==> src/rtl/univ_shift_ctrl.sv <==
// Command sequencer driving one univ_shift_reg: load, clear, logical shift and rotate by N.
// Define UNIV_SHIFT_ARITH_EN to make opcode 111 an arithmetic shift right (otherwise a NOP).
module univ_shift_ctrl #(
    parameter int unsigned C_NUM_BITS = 24,
    parameter int unsigned C_AMT_W    = 5
) (
    input  logic                  CK,
    input  logic                  RN,
    input  logic                  cmd_valid,
    output logic                  cmd_ready,
    input  logic [2:0]            cmd_op,
    input  logic [C_AMT_W-1:0]    cmd_amt,
    input  logic                  cmd_fill,
    input  logic [C_NUM_BITS-1:0] cmd_data,
    input  logic [C_NUM_BITS-1:0] sr_q,
    output logic                  sr_s0,
    output logic                  sr_s1,
    output logic                  sr_sli,
    output logic                  sr_sri,
    output logic [C_NUM_BITS-1:0] sr_d,
    output logic                  busy,
    output logic                  done
);

    localparam logic [2:0] OpNop   = 3'b000;
    localparam logic [2:0] OpLoad  = 3'b001;
    localparam logic [2:0] OpShl   = 3'b010;
    localparam logic [2:0] OpShr   = 3'b011;
    localparam logic [2:0] OpRol   = 3'b100;
    localparam logic [2:0] OpRor   = 3'b101;
    localparam logic [2:0] OpClear = 3'b110;
    localparam logic [2:0] OpExt   = 3'b111;

    localparam logic [C_AMT_W-1:0] AmtOne = C_AMT_W'(1);
    localparam int unsigned Msb = C_NUM_BITS - 1;

    typedef enum logic [1:0] {StIdle, StLoad, StShift, StDone} state_e;

    state_e                state_q, state_d;
    logic [2:0]            op_q, op_d;
    logic                  fill_q, fill_d;
    logic [C_NUM_BITS-1:0] data_q, data_d;
    logic [C_AMT_W-1:0]    cnt_q, cnt_d;
    logic                  cmd_is_shift;

    always_comb begin
        cmd_is_shift = 1'b0;
        case (cmd_op)
            OpShl, OpShr, OpRol, OpRor: cmd_is_shift = 1'b1;
`ifdef UNIV_SHIFT_ARITH_EN
            OpExt:                      cmd_is_shift = 1'b1;
`endif
            default:                    cmd_is_shift = 1'b0;
        endcase
    end

    always_ff @(posedge CK or negedge RN) begin
        if (!RN) begin
            state_q <= StIdle;
            op_q    <= OpNop;
            fill_q  <= 1'b0;
            data_q  <= '0;
            cnt_q   <= '0;
        end else begin
            state_q <= state_d;
            op_q    <= op_d;
            fill_q  <= fill_d;
            data_q  <= data_d;
            cnt_q   <= cnt_d;
        end
    end

    always_comb begin
        state_d   = state_q;
        op_d      = op_q;
        fill_d    = fill_q;
        data_d    = data_q;
        cnt_d     = cnt_q;
        cmd_ready = 1'b0;
        sr_s0     = 1'b0;
        sr_s1     = 1'b0;
        sr_sli    = 1'b0;
        sr_sri    = 1'b0;
        sr_d      = '0;
        done      = 1'b0;

        case (state_q)
            StIdle: begin
                cmd_ready = 1'b1;
                if (cmd_valid) begin
                    op_d   = cmd_op;
                    fill_d = cmd_fill;
                    data_d = cmd_data;
                    cnt_d  = cmd_amt;
                    if (cmd_op == OpLoad || cmd_op == OpClear) begin
                        state_d = StLoad;
                    end else if (cmd_is_shift && cmd_amt != '0) begin
                        state_d = StShift;
                    end else begin
                        state_d = StDone;
                    end
                end
            end
            StLoad: begin
                sr_s0   = 1'b1;
                sr_s1   = 1'b1;
                sr_d    = (op_q == OpLoad) ? data_q : '0;
                state_d = StDone;
            end
            StShift: begin
                cnt_d = cnt_q - AmtOne;
                if (cnt_q == AmtOne) begin
                    state_d = StDone;
                end
                // Rotate/sign feedback comes straight from the live register output.
                case (op_q)
                    OpShl: begin sr_s1 = 1'b1; sr_sli = fill_q;    end
                    OpRol: begin sr_s1 = 1'b1; sr_sli = sr_q[Msb]; end
                    OpShr: begin sr_s0 = 1'b1; sr_sri = fill_q;    end
                    OpRor: begin sr_s0 = 1'b1; sr_sri = sr_q[0];   end
`ifdef UNIV_SHIFT_ARITH_EN
                    OpExt: begin sr_s0 = 1'b1; sr_sri = sr_q[Msb]; end
`endif
                    default: ;
                endcase
            end
            StDone: begin
                done    = 1'b1;
                state_d = StIdle;
            end
            default: state_d = StIdle;
        endcase
    end

    assign busy = ~cmd_ready;

endmodule
==> config.mk <==
export PLATFORM = sky130hd
export DESIGN_NAME = univ_shift_ctrl
export DESIGN_NICKNAME = d
export VERILOG_FILES = /design/src/rtl/univ_shift_ctrl.sv
export SDC_FILE = /design/constraint.sdc
export NUM_CORES = 1
export LEC_CHECK = 0
export CORE_ASPECT_RATIO = 0.75
export CORE_MARGIN = 2
export CORE_UTILIZATION = 32
export DETAILED_ROUTE_END_ITERATION = 8
export PLACE_DENSITY = 0.78
export SETUP_SLACK_MARGIN = 0.02
export SLEW_MARGIN = 40
export SYNTH_ARGS = -nofsm -noshare
export SYNTH_HDL_FRONTEND = slang
export SYNTH_SLANG_ARGS = --single-unit
==> constraint.sdc <==
create_clock -name CK -period 3.1 [get_ports CK]
set_clock_uncertainty 0.15 [all_clocks]
set_input_delay 0.62 -clock CK [delete_from_list [all_inputs] [get_ports CK]]
set_output_delay 0.62 -clock CK [all_outputs]
set_load 0.02 [all_outputs]
==> flow_metrics.env, run 1 <==
export IMPL_yosys_cell_types_count=31
export IMPL_syn_area_per_cell_um2=11.45
export IMPL_fp_row_count=23
export IMPL_endpoint_kind="output pin"
export IMPL_coreArea_mm2=0.005410
export IMPL_final_cell_area_mm2=0.002711
export IMPL_numClockSinks=35
export IMPL_track_usage_pct=13.77
export IMPL_grt_pass1_vias=1506
export IMPL_nets=297
export IMPL_startpoint="state_q[1]"
export IMPL_fin_tns_setup_ns=0
export IMPL_synth_largest_area_cell="dfrtp_1"
export IMPL_pwr_share_clk_pct=16.0
export IMPL_ys_flop_type="dfrtp_1"
export IMPL_grt_max_degree=36
export IMPL_setup_viol=0
export IMPL_dp_hpwl_um=2917
export IMPL_crit_path_end="sr_d[11]"
export IMPL_insertion_delay_ns=0.29
export IMPL_io_pins=91
export IMPL_rsz0062_at_grt="no"
export IMPL_p_leak_nw=1.304
export IMPL_placed_cell_area_mm2=0.002566
export IMPL_cap_violations=0
export IMPL_finalMaxSlewViolations=0
export IMPL_vias=1418
export IMPL_dieArea_mm2=0.006278
export IMPL_crit_type="register to output pin"
export IMPL_clock_path_buffers=2
export IMPL_p_int_mw=1.371
export IMPL_die_y_um=69.12
export IMPL_die_width_um=90.83
export IMPL_cts_root_buf="clkbuf_8"
export IMPL_ir_drop_mv=0.3375
export IMPL_status="complete, no violations"
export IMPL_route_detailed_drc=0
export IMPL_synthCells=158
export IMPL_htree_levels=2
export IMPL_drt_initial_drc_count=39
export IMPL_comb_power_share_pct=44.2
export IMPL_place_gp_congestion=0.8167
export IMPL_max_freq_mhz=338.4
export IMPL_hold_violations=0
export IMPL_multi_input_area_um2=912.1
export IMPL_drive_gt1_share_pct=19.57
export IMPL_num_fill_cells=518
export IMPL_synth_top_area_share_pct=48.41
export IMPL_reg2reg_to="cnt_q[4]"
export IMPL_crit_required_ns=2.33
export IMPL_start_util_pct=33.44
export IMPL_seq_area_frac_synth_pct=48.41
export IMPL_synth_async_reset_ratio_pct=100.0
export IMPL_path_max_fanout=12
export IMPL_antenna_cells=0
export IMPL_synthesis_area_mm2=0.001809
export IMPL_avgViaCountPerCell=4.649
export IMPL_register_area_um2=875.8
export IMPL_cts_hold_buf=0
export IMPL_min_period_ns=2.955
export IMPL_drt_antenna_violating_nets=0
export IMPL_cts_tree="yes"
export IMPL_seq_power_share_pct=39.8
export IMPL_ys_warn_count=0
export IMPL_synth_edf_count=0
export IMPL_reg2reg_depth=7
export IMPL_power_density_mw_per_mm2=777.0
export IMPL_grt_pass1_wl_um=6996
export IMPL_crit_chain="inv_1, ha_2, and4bb_4, and2_1, clkdlybuf4s50_1"
export IMPL_ys_top_cells_by_area="dfrtp_1 48%, mux2_2 17%, and2_1 8.3%"
export IMPL_r2r_start="state_q[1]"
export IMPL_hold_path_class="primary input to async pin"
export IMPL_cp_arrival_ns=2.19
export IMPL_detail_route_wirelength_um=4325
export IMPL_slew_limit_headroom_pct=68.72
export IMPL_overflow=0
export IMPL_tightest_slew_ns=0.4693
export IMPL_reg2reg_slack_ns=1.21
export IMPL_io_buffers=68
export IMPL_period_share_pct=95.33
export IMPL_final_common_cell="clkdlybuf4s50_1"
export IMPL_worstSetupStartpointType="register"
export IMPL_cpPeakStageDelay_ns=0.60
export IMPL_slowest_stage="clkdlybuf4s50_1"
export IMPL_numCtsBuffers=5
export IMPL_syn_num_nets=225
export IMPL_switching_share_pct=34.94
export IMPL_cts_setup_buffers=0
export IMPL_post_drt_wl_per_cell_um=14.18
export IMPL_antenna_found_initial=0
export IMPL_dr_pass1_iters=4
export IMPL_clk_pin_slew_ns=0.07
export IMPL_ys_ff_latch=35
export IMPL_mostFrequentLayoutCells="55 x clkdlybuf4s50_1, 35 x dfrtp_1, 28 x mux2_2"
export IMPL_net_switching_power_uw=736.2
export IMPL_area_delta_synth_final_pct=49.86
[routing by layer]
metal / vias up / global-route usage [%] / part of all wire [%]
li1: 692 / - / -
met1: 675 / 16.64 / 47
met2: 44 / 21.97 / 44
met3: 7 / 6.230 / 7.9
met4: 0 / 4.545 / 1.2
met5: - / 0 / 0
[synthesized netlist by cell type (2+ instances only)]
library cell and n:
nand3b_1 2, nand2b_1 2, a31oi_1 2, o211ai_1 3, o21ai_0 4, and2_1 24
mux2_2 28, dfrtp_1 35, inv_1 5, nand2_1 5, clkbuf_1 2, a21oi_1 7
nor2_1 5, ha_1 7, o21a_1 2, o22ai_1 4, nand3_1 3, buf_2 4
nor2b_1 2
[power by group through the flow]
stage	clock network [mW]	registers (mW)	logic [mW]
3_3_place_gp	0	0.822	0.893
4_1_cts	0.352	0.827	0.926
2_1_floorplan	0	0.793	0.657
3_5_place_dp	0	0.835	0.919
5_1_grt	0.373	0.877	1.02
6_report	0.337	0.838	0.931
[cell type report]
cell class | instances | share of cell area [%]
clock buffer | 6 | 3.046
inverter | 5 | 0.6922
tap | 75 | 3.461
multi-input combinational | 113 | 33.64
clock inverter | 1 | 0.1846
sequential | 35 | 32.30
timing repair buffer | 70 | 26.67
[metrics by stage]
step	hold slack [ns]	cells	util [%]	power, mW	setup WS, ns
4_1_cts	0.3088	304	49.12	2.106	0.05186
2_1_floorplan	0.1744	158	-	1.450	0.9640
5_1_grt	0.1613	305	50.12	2.274	0.02454
3_5_place_dp	0.3351	297	47.43	1.755	0.2726
3_3_place_gp	0.3285	297	47.43	1.716	0.2694
6_report	0.1274	305	50.12	2.107	0.1448
[state kept, by name, summed over array words and instances, names as in the netlist]
name / cells
cnt_q: 5
data_q: 24
op_q: 3
state_q: 2
fill_q: 1
[repair_timing]
action | CTS | global route
pin swaps | 0 | 0
resized for setup | 1 | 15
cloned | 0 | 1
endpoints found under the setup margin | 24 | 28
hold endpoints to repair | 0 | 0
[worst min path at each step]
| stage | startpoint | slack, ns | cells after the start | endpoint |
|---|---|---|---|---|
| 2_1_floorplan | RN | 0.17 | 0 | cnt_q[0] |
| 6_report | RN | 0.13 | 1 | state_q[0] |
| 3_5_place_dp | data_q[20] | 0.34 | 1 | data_q[20] |
| 5_1_grt | RN | 0.16 | 1 | state_q[0] |
| 3_3_place_gp | data_q[13] | 0.33 | 1 | data_q[13] |
| 4_1_cts | RN | 0.31 | 1 | data_q[1] |
[logic make-up after synthesis]
logic type	share of synthesized area, %
AO/OA/AOI/OAI	8.990
flip-flops	48.41
adder cells (fa/ha/maj)	4.841
buffers and inverters	2.559
AND/OR/NAND/NOR	16.80
multiplexers	17.43
XOR/XNOR	0.9684
[worst max-delay path, delay by kind of cell, from the launching register on]
family                     cells  cell delay (ns)
buffers and inverters          2             0.72
and+or+nand+nor                2             0.50
DFF                            1             0.42
adders and majority gates      1             0.25
No activity file was read; power rests on OpenSTA's default activity.
==> run 2: changes to the inputs <==
Settings changed: PLACE_DENSITY 0.78 to 0.72.
==> flow_metrics.env, run 2 (same netlist as run 1, synthesis figures left out) <==
export IMPL_power_density_mw_per_mm2=755.5
export IMPL_min_period_ns=2.702
export IMPL_pwr_share_clk_pct=15.3
export IMPL_regMostFlops="data_q"
export IMPL_drive_gt1_share_pct=18.18
export IMPL_mostFrequentLayoutCells="43 x clkdlybuf4s50_1, 35 x dfrtp_1, 28 x mux2_2"
export IMPL_overflow=0
export IMPL_seq_power_share_pct=40.2
export IMPL_grt_pass1_vias=1409
export IMPL_p_leak_nw=1.527
export IMPL_drt_antenna_violating_nets=0
export IMPL_slew_limit_headroom_pct=69.20
export IMPL_net_switching_power_uw=710.7
export IMPL_coreArea_mm2=0.005410
export IMPL_detail_route_wirelength_um=4001
export IMPL_cts_root_buf="clkbuf_8"
export IMPL_p_int_mw=1.345
export IMPL_final_common_cell="clkdlybuf4s50_1"
export IMPL_ir_drop_mv=0.2736
export IMPL_period_share_pct=87.16
export IMPL_grt_pass1_wl_um=6582
export IMPL_clk_pin_slew_ns=0.07
export IMPL_slowest_stage="clkdlybuf4s50_1"
export IMPL_switching_share_pct=34.57
export IMPL_endpoint_kind="output pin"
export IMPL_crit_type="register to output pin"
export IMPL_dr_pass1_iters=4
export IMPL_worstSetupStartpointType="register"
export IMPL_cts_hold_buf=0
export IMPL_route_detailed_drc=0
export IMPL_io_buffers=68
export IMPL_critPathTopFamily="buffers and inverters"
export IMPL_io_pins=91
export IMPL_max_freq_mhz=370.1
export IMPL_dieArea_mm2=0.006278
export IMPL_finalMaxSlewViolations=0
export IMPL_clock_path_buffers=2
export IMPL_post_drt_wl_per_cell_um=13.08
export IMPL_cts_tree="yes"
export IMPL_numCtsBuffers=5
export IMPL_drt_initial_drc_count=67
export IMPL_track_usage_pct=13.06
export IMPL_numClockSinks=35
export IMPL_hold_violations=0
export IMPL_rsz0062_at_grt="no"
export IMPL_cts_setup_buffers=0
export IMPL_grt_max_degree=36
export IMPL_area_delta_synth_final_pct=50.41
export IMPL_place_gp_congestion=0.7723
export IMPL_path_max_fanout=4
export IMPL_vias=1428
export IMPL_die_width_um=90.83
export IMPL_die_y_um=69.12
export IMPL_avgViaCountPerCell=4.667
export IMPL_insertion_delay_ns=0.28
export IMPL_reg_largest_list="data_q (24), cnt_q (5), op_q (3)"
export IMPL_path_buf_inv=2
export IMPL_dp_hpwl_um=2786
export IMPL_antenna_cells=0
export IMPL_start_util_pct=33.44
export IMPL_antenna_found_initial=0
export IMPL_hold_path_class="primary input to async pin"
export IMPL_cap_violations=0
export IMPL_status="complete, no violations"
export IMPL_fin_tns_setup_ns=0
export IMPL_fp_row_count=23
export IMPL_crit_required_ns=2.33
export IMPL_largest_register_ff_count=24
export IMPL_tightest_slew_ns=0.4620
export IMPL_nets=297
export IMPL_comb_power_share_pct=44.4
export IMPL_cpPeakStageDelay_ns=0.60
export IMPL_cp_arrival_ns=1.93
export IMPL_crit_chain="inv_1, ha_1, nand2_1, nor2_1, o21a_1, clkdlybuf4s50_1"
export IMPL_fin_hold_ws_ns=0.1399
export IMPL_htree_levels=2
export IMPL_setup_viol=0
## run 2: cell count changes in the layout (fill, tap and decap cells not counted), sizes merged
cell,change
and4bb,-1
dlymetal6s2s,+12
clkdlybuf4s50,-12
buf,+1
clkbuf,+1
## run 2: metal layers
layer / up-vias / part of all wire [%] / track usage [%]
met5: - / 0 / 0
met4: 0 / 1.3 / 4.545
met3: 8 / 8.1 / 5.683
met2: 46 / 44 / 18.99
met1: 679 / 47 / 17.37
li1: 695 / - / -
## run 2: worst reg2reg max path, delay by kind of cell, from the launching register on
kind | cells | cell delay, ns
buffers and inverters | 2 | 0.38
AO/OA/AOI/OAI | 2 | 0.20
adder cells (fa/ha/maj) | 1 | 0.29
AND/OR/NAND/NOR | 2 | 0.38
flip-flops | 1 | 0.43
## run 2: power groups by stage
stage / clock, mW / sequential [mW] / combinational, mW
finish: 0.315 / 0.827 / 0.914
global route: 0.354 / 0.864 / 1.01
CTS: 0.333 / 0.827 / 0.931
detailed placement: 0 / 0.835 / 0.927
global placement: 0 / 0.822 / 0.905
floorplan: 0 / 0.793 / 0.657
## run 2: path summary, 6_finish.rpt
path,startpoint,to,slack [ns],depth (start not counted)
worst min-delay path,RN,op_q[2],0.14,1
worst min register to register,data_q[3],data_q[3],0.35,1
min in group CK,data_q[3],data_q[3],0.35,1
worst max-delay path,state_q[0],sr_s0,0.40,6
worst max register to register,state_q[1],cnt_q[1],1.15,7
max in group asynchronous,RN,data_q[4],2.34,1
## run 2: metrics by stage
stage	total power, mW	setup WS (ns)	util (%)	std cells	area, µm²
after floorplan	1.450	0.9640	-	158	1809
after global placement	1.727	0.3709	47.57	298	2574
after detailed placement	1.762	0.3638	47.57	298	2574
after CTS	2.092	0.02994	49.07	306	2655
after global routing	2.227	0.2697	50.30	306	2721
final	2.056	0.3980	50.30	306	2721
## run 2: timing repair
| action | in CTS | in global routing |
|---|---|---|
| hold endpoints to repair | 0 | 0 |
| setup endpoints to repair | 0 | 24 |
| gates resized for setup | 0 | 25 |
## run 2: layout make-up
cell class | count | area (µm²)
timing repair buffer | 71 | 764.5
clock buffer | 7 | 76.32
tap | 75 | 93.84
fill | 501 | 2689
inverter | 5 | 18.77
clock inverter | 1 | 5.005
sequential | 35 | 875.8
multi-input combinational | 112 | 887.1
==> run 3: changes to the inputs <==
Settings changed: ABC_CLOCK_PERIOD_IN_PS set to 3100.
==> results of run 3 <==
No change in the layout: final DEF, timing and power equal those of run 2.
